==> src/rtl/bp_me_cce_flit_tx.sv <==
// Serializes one coherence/memory message into a wormhole header flit plus 0..N data flits.
// Optional BP_ME_FLIT_TX_ID_CHECK_EN: drop messages whose cce_id is out of range and raise sticky err_o.
//
// state    | meaning
// S_READY  | idle, accepting a message (ready_and_o=1)
// S_HEADER | presenting header flit built from registered message
// S_DATA   | presenting data flit r_cnt of r_len
module bp_me_cce_flit_tx #(
    parameter int paddr_width_p  = 40,
    parameter int cce_id_width_p = 6,
    parameter int num_cce_p      = 16,
    parameter int x_dim_p        = 4,
    parameter int cord_x_width_p = 4,
    parameter int cord_y_width_p = 3,
    parameter int len_width_p    = 4,
    parameter int flit_width_p   = 64,
    parameter int data_width_p   = 512
) (
    input  logic                      clk_i,
    input  logic                      reset_i,
    input  logic                      v_i,
    output logic                      ready_and_o,
    input  logic [paddr_width_p-1:0]  paddr_i,
    input  logic [2:0]                size_i,
    input  logic                      has_data_i,
    input  logic [data_width_p-1:0]   data_i,
    input  logic [cce_id_width_p-1:0] cce_id_i,
    output logic                      link_v_o,
    output logic [flit_width_p-1:0]   link_data_o,
    input  logic                      link_ready_and_i,
    output logic                      err_o
);

    localparam int MAX_FLITS = data_width_p / flit_width_p;
    localparam int IDX_W     = (MAX_FLITS > 1) ? $clog2(MAX_FLITS) : 1;
    localparam int CORD_W    = cord_x_width_p + cord_y_width_p;
    localparam int CID_W     = 2;
    localparam int HDR_W     = CORD_W + CID_W + len_width_p + paddr_width_p + 3;
    localparam int X_SHIFT   = $clog2(x_dim_p);

    generate
        if (HDR_W > flit_width_p || (data_width_p % flit_width_p) != 0
            || num_cce_p > (1 << cce_id_width_p)) begin : g_cfg_check
            $error("bp_me_cce_flit_tx: header does not fit in a flit or bad parameters");
        end
    endgenerate

    typedef enum logic [1:0] {S_READY, S_HEADER, S_DATA} state_e;

    state_e                                r_state, w_state_next;
    logic [len_width_p-1:0]                r_len, r_cnt, w_cnt_next, w_len;
    logic [paddr_width_p-1:0]              r_paddr;
    logic [2:0]                            r_size;
    logic [CORD_W-1:0]                     r_cord;
    logic [MAX_FLITS-1:0][flit_width_p-1:0] r_data;
    logic [CORD_W-1:0]                     w_cord;
    logic [flit_width_p-1:0]               w_hdr;
    logic                                  w_accept, w_bad_id;
    int                                    w_flits;

    assign w_cord = {cord_y_width_p'(cce_id_i >> X_SHIFT),
                     cord_x_width_p'(cce_id_i[X_SHIFT-1:0])};
    assign w_hdr  = flit_width_p'({r_size, r_paddr, r_len, {CID_W{1'b0}}, r_cord});
    assign w_accept = v_i && (r_state == S_READY);

    // payload bits rounded up to whole flits, at least one, at most a full data_i
    always_comb begin
        w_flits = (int'(32'd8 << size_i) + flit_width_p - 1) / flit_width_p;
        if (w_flits < 1)         w_flits = 1;
        if (w_flits > MAX_FLITS) w_flits = MAX_FLITS;
        w_len = has_data_i ? len_width_p'(w_flits) : '0;
    end

`ifdef BP_ME_FLIT_TX_ID_CHECK_EN
    localparam logic [cce_id_width_p:0] NUM_CCE_L = (cce_id_width_p + 1)'(num_cce_p);
    logic r_err;

    assign w_bad_id = ({1'b0, cce_id_i} >= NUM_CCE_L);
    assign err_o    = r_err;

    always_ff @(posedge clk_i or posedge reset_i) begin
        if (reset_i)                   r_err <= 1'b0;
        else if (w_accept && w_bad_id) r_err <= 1'b1;
    end
`else
    assign w_bad_id = 1'b0;
    assign err_o    = 1'b0;
`endif

    always_comb begin
        w_state_next = r_state;
        w_cnt_next   = r_cnt;
        ready_and_o  = 1'b0;
        link_v_o     = 1'b0;
        link_data_o  = '0;
        case (r_state)
            S_READY: begin
                ready_and_o = 1'b1;
                if (v_i && !w_bad_id) w_state_next = S_HEADER;
            end
            S_HEADER: begin
                link_v_o    = 1'b1;
                link_data_o = w_hdr;
                if (link_ready_and_i) begin
                    w_cnt_next   = '0;
                    w_state_next = (r_len == '0) ? S_READY : S_DATA;
                end
            end
            S_DATA: begin
                link_v_o    = 1'b1;
                link_data_o = r_data[r_cnt[IDX_W-1:0]];
                if (link_ready_and_i) begin
                    if (r_cnt == r_len - 1'b1) w_state_next = S_READY;
                    else                       w_cnt_next   = r_cnt + 1'b1;
                end
            end
            default: w_state_next = S_READY;
        endcase
    end

    always_ff @(posedge clk_i or posedge reset_i) begin
        if (reset_i) begin
            r_state <= S_READY;
            r_cnt   <= '0;
            r_len   <= '0;
            r_paddr <= '0;
            r_size  <= '0;
            r_cord  <= '0;
            r_data  <= '0;
        end else begin
            r_state <= w_state_next;
            r_cnt   <= w_cnt_next;
            if (w_accept) begin
                r_len   <= w_len;
                r_paddr <= paddr_i;
                r_size  <= size_i;
                r_cord  <= w_cord;
                r_data  <= data_i;
            end
        end
    end

endmodule

==> config.mk <==
export PLATFORM = sky130hd
export DESIGN_NAME = bp_me_cce_flit_tx
export DESIGN_NICKNAME = d
export VERILOG_FILES = /design/src/rtl/bp_me_cce_flit_tx.sv
export SDC_FILE = /design/constraint.sdc
export NUM_CORES = 2
export LEC_CHECK = 0
export ABC_AREA = 1
export BUFFER_PORTS_ARGS = -buffer_cell sky130_fd_sc_hd__buf_2
export CAP_MARGIN = 10
export CORE_AREA = 3 3 244 246
export CTS_CLUSTER_DIAMETER = 40
export DETAILED_ROUTE_END_ITERATION = 10
export DIE_AREA = 0 0 247 249
export HOLD_SLACK_MARGIN = 0.03
export PLACE_DENSITY = 0.71
export SLEW_MARGIN = 30
export SYNTH_ARGS = -nofsm -noshare
export SYNTH_HDL_FRONTEND = slang
export SYNTH_SLANG_ARGS = --single-unit
==> constraint.sdc <==
create_clock -name clk_i -period 23.9 [get_ports clk_i]
set_clock_uncertainty 0.05 [all_clocks]
set_input_delay 2.39 -clock clk_i [delete_from_list [all_inputs] [get_ports clk_i]]
set_output_delay 2.39 -clock clk_i [all_outputs]
set_load 0.005 [all_outputs]
==> metrics.md <==
| Metric | Value |
|---|---|
| Post-CTS Hold Buffers | 0 |
| Synth cell types | 27 |
| Cells after synthesis | 3472 |
| Seq cells post-synth | 570 |
| Fin cells | 4840 |
| Final ANT Viol Nets | 0 |
| Clock Latency Late Sink | approximately 0.63 ns |
| Final instance area | about 34000 um^2 |
| PortBufs | 630 |
| RD Place Congestion | around 0.9 |
| H-tree depth | 3 |
| Worst-path clk slew | roughly 0.050 ns |
| Core ar. | 57600 um^2 |
| RSZ-0062 raised after global routing | false |
| Crit Path Max Fanout | 67 |
| Final HPWL from detailed placement | around 69000 um |
| CTS tree | built |
| Top_reg_cell synth | dfrtp_1 |
| DRT Wirelength | about 99000 um |
| Pwr Total | 0.00435 W |
| Clk Tree Root Cell | clkbuf_16 |
| Asr flop ratio synth | 100% |
| Post-CTS sizing | 0 |
| Critical Path AT | 4.22 ns |
| Layout area overhead | 24.5% |
| Drt pass-1 iters | 8 |
| First-pass GRT wire length | 145000 um |
| Number of synthesis warnings | 0 |
| Remaining DRCs | 0 |
| Final hold vios | 0 |
| Slowest CP cell | dfrtp_4 |
| Number of global-route vias before repair | approximately 24000 |
| Grt peak-use layer | met2 |
| Via-to-Cell Ratio | roughly 5.2 |
| Hold depth | 2 |
| Count of flip-flops with a built-in enable after synthesis | 0 |
| Worst-Margin Slew | 0.985 ns |
| Via Count | 25000 |
| Placed cell count | 4650 |
| Placement Rows | 88 |
| Worst IR drop on VDD | 66.5 uV |
| Cell breakdown of the critical path | clkinv_2 > buf_4 > nand2_1 > o21ai_0 > o211ai_1 > a21oi_1 > buf_2 |
| Worst setup SP type | register |
| Sequential fraction of the synthesis area | 52.9% |
| Sink Count | 570 |
| Largest net degree at the start of global routing | 284 |
| Worst path max stage delay | slightly below 0.8 ns |
| Lkg Pwr | about 17 nW |
| Syn Area/Cell | 7.76 um^2 |
| Placed standard-cell area | 30200 um^2 |
| # IOs | approximately 630 |
| Outcome | complete, no violations |
| Fin nets | 4551 |
| Met1 Use GR | around 40% |
| Relative slew slack | about a third |
| GR Layer Usage met2 | about half |
| Total track usage | 31.6% |
| Chip Height | roughly 250 um |
| CTS max path bufs | 3 |
| Cell Pwr Density | around 130 nW/um^2 |
| Effective utilization at floorplan | 46.8% |
| Setup bufs post-CTS | 0 |
| Die width | 247 um |
| CTS buffer count | 92 |
| Min-Delay Path Class | register to register |
| FMAX | 0.150 GHz |
| Synthesized area | approximately 27000 um^2 |
| R2r worst-path depth | 9 |
| Final period utilization | 27.8% |
| Max-cap violations | 0 |
| Die ar. | around 62000 um^2 |
| Met3 usage | 7.80% |
| Overflow after GRT | 0 |
| Setup Crit Path Kind | register to output pin |
| CP Capture Type | output pin |
| Final slew viol count | 0 |
| Setup violators final | 0 |
| Share of layout cells above drive strength 1 | 20.4% |
| Average wire per cell in the routed design | 20.5 um |
| Required time of the worst setup path | roughly 21 ns |
| Syn Nets | about 4000 |
| Initial drt markers | 2227 |
| Setup TNS | 0 ns |
| Initial antenna violation count | 34 |
| Crit path time final | roughly 6.7 ns |
## kinds of logic (layout without fill, tap and decap cells)
family / Yosys count / in the layout / share of synthesized area [%]
AOI/OAI and AO/OA: 766 / 766 / 15.5
xor gates and xnor gates: 2 / 2 / 0.0650
adders and majority gates: 5 / 5 / 0.232
buffers and inverters: 585 / 1167 / 9.11
DFF: 570 / 570 / 52.9
other: 1 / 22 / 0.0139
and+or+nand+nor: 1543 / 1543 / 22.1
## flip-flops by register name, summed over array words and instances (netlist names)
register,count
r_paddr,40
r_cord,5
r_data,512
r_size,3
r_state,2
r_cnt,4
r_len,4
## path summary, 6_finish.rpt
kind                                         startpoint                       to  slack, ns
worst min register to register  r_data[315]$_DFFE_PP0P_  r_data[315]$_DFFE_PP0P_       0.42
worst max-delay path               r_cnt[1]$_DFFE_PP0P_          link_data_o[42]      17.24
worst min-delay path            r_data[315]$_DFFE_PP0P_  r_data[315]$_DFFE_PP0P_       0.42
worst max register to register   r_state[1]$_DFFE_PP0P_  r_data[310]$_DFFE_PP0P_      20.31
max in group asynchronous                       reset_i   r_data[46]$_DFFE_PP0P_      19.63
min in group asynchronous                       reset_i  r_data[471]$_DFFE_PP0P_       1.86
## cell type report
type,count,area (um^2)
Clock inverter,49,709
Multi-Input combinational cell,2317,10200
Clock buffer,119,2570
Timing Repair Buffer,656,3420
Fill cell,5329,24000
Antenna cell,21,52.6
Sequential cell,570,14300
Inverter,343,1310
Tap cell,765,957
## report_power, final
group / leakage [nW] / switching, W / internal [W]
logic: 8.54 / 0.000912 / 0.000413
registers: 7.02 / 0.000210 / 0.00142
clock network: 1.60 / 0.000491 / 0.000907
total: 17.2 / 0.00161 / 0.00274
## metal layers
| metal | vias to the layer above | part of all wire [%] |
|---|---|---|
| met5 | - | 0.12 |
| met4 | 20 | 6.1 |
| met3 | 218 | 9.0 |
| met2 | 997 | 46 |
| met1 | 11700 | 39 |
| li1 | 12100 | - |
## cells in the mapped netlist (2+ instances only)
master | number | area share [%]
a21oi_1 | 125 | 2.3
nand3_1 | 121 | 2.2
buf_4 | 16 | 0.45
o211ai_1 | 131 | 3.7
o21ai_1 | 24 | 0.45
buf_6 | 10 | 0.42
o22ai_1 | 4 | 0.093
inv_1 | 339 | 4.7
buf_1 | 6 | 0.084
nand3b_1 | 2 | 0.056
inv_2 | 3 | 0.042
ha_1 | 5 | 0.23
o21ai_0 | 479 | 8.9
nand2_1 | 1321 | 18
clkbuf_1 | 112 | 1.6
dfrtp_1 | 570 | 53
nor2_1 | 96 | 1.3
buf_2 | 98 | 1.8
nand4_1 | 2 | 0.046
## stage by stage
step	worst slack [ns]	hold slack [ns]	util [%]
floorplan	5.52	0.394	-
global placement	17.95	0.408	52.3
detailed placement	17.93	0.410	52.4
CTS	17.26	0.423	58.1
global route	17.04	0.438	58.2
finish	17.24	0.420	58.3
## layout by cell type (no fill, tap or decap), types with 11 or more instances in the layout
master and instances:
nand2_1 1320, buf_2 630, dfrtp_1 567, o21ai_0 479
inv_1 337, o211ai_1 131, a21oi_1 125, nand3_1 121
nor2_1 96, clkbuf_16 93, o21ai_1 24, diode_2 21
buf_4 17, clkbuf_8 15, clkinv_2 13, bufinv_16 13
clkbuf_1 11
## critical path, delay by kind of cell (launching register included)
family                 cells  cell delay (ns)
and+or+nand+nor            1             0.11
buffers and inverters      3             1.35
DFF                        1             0.78
AOI/OAI and AO/OA          3             1.29
Note: power is estimated with default switching activity, not from simulation.
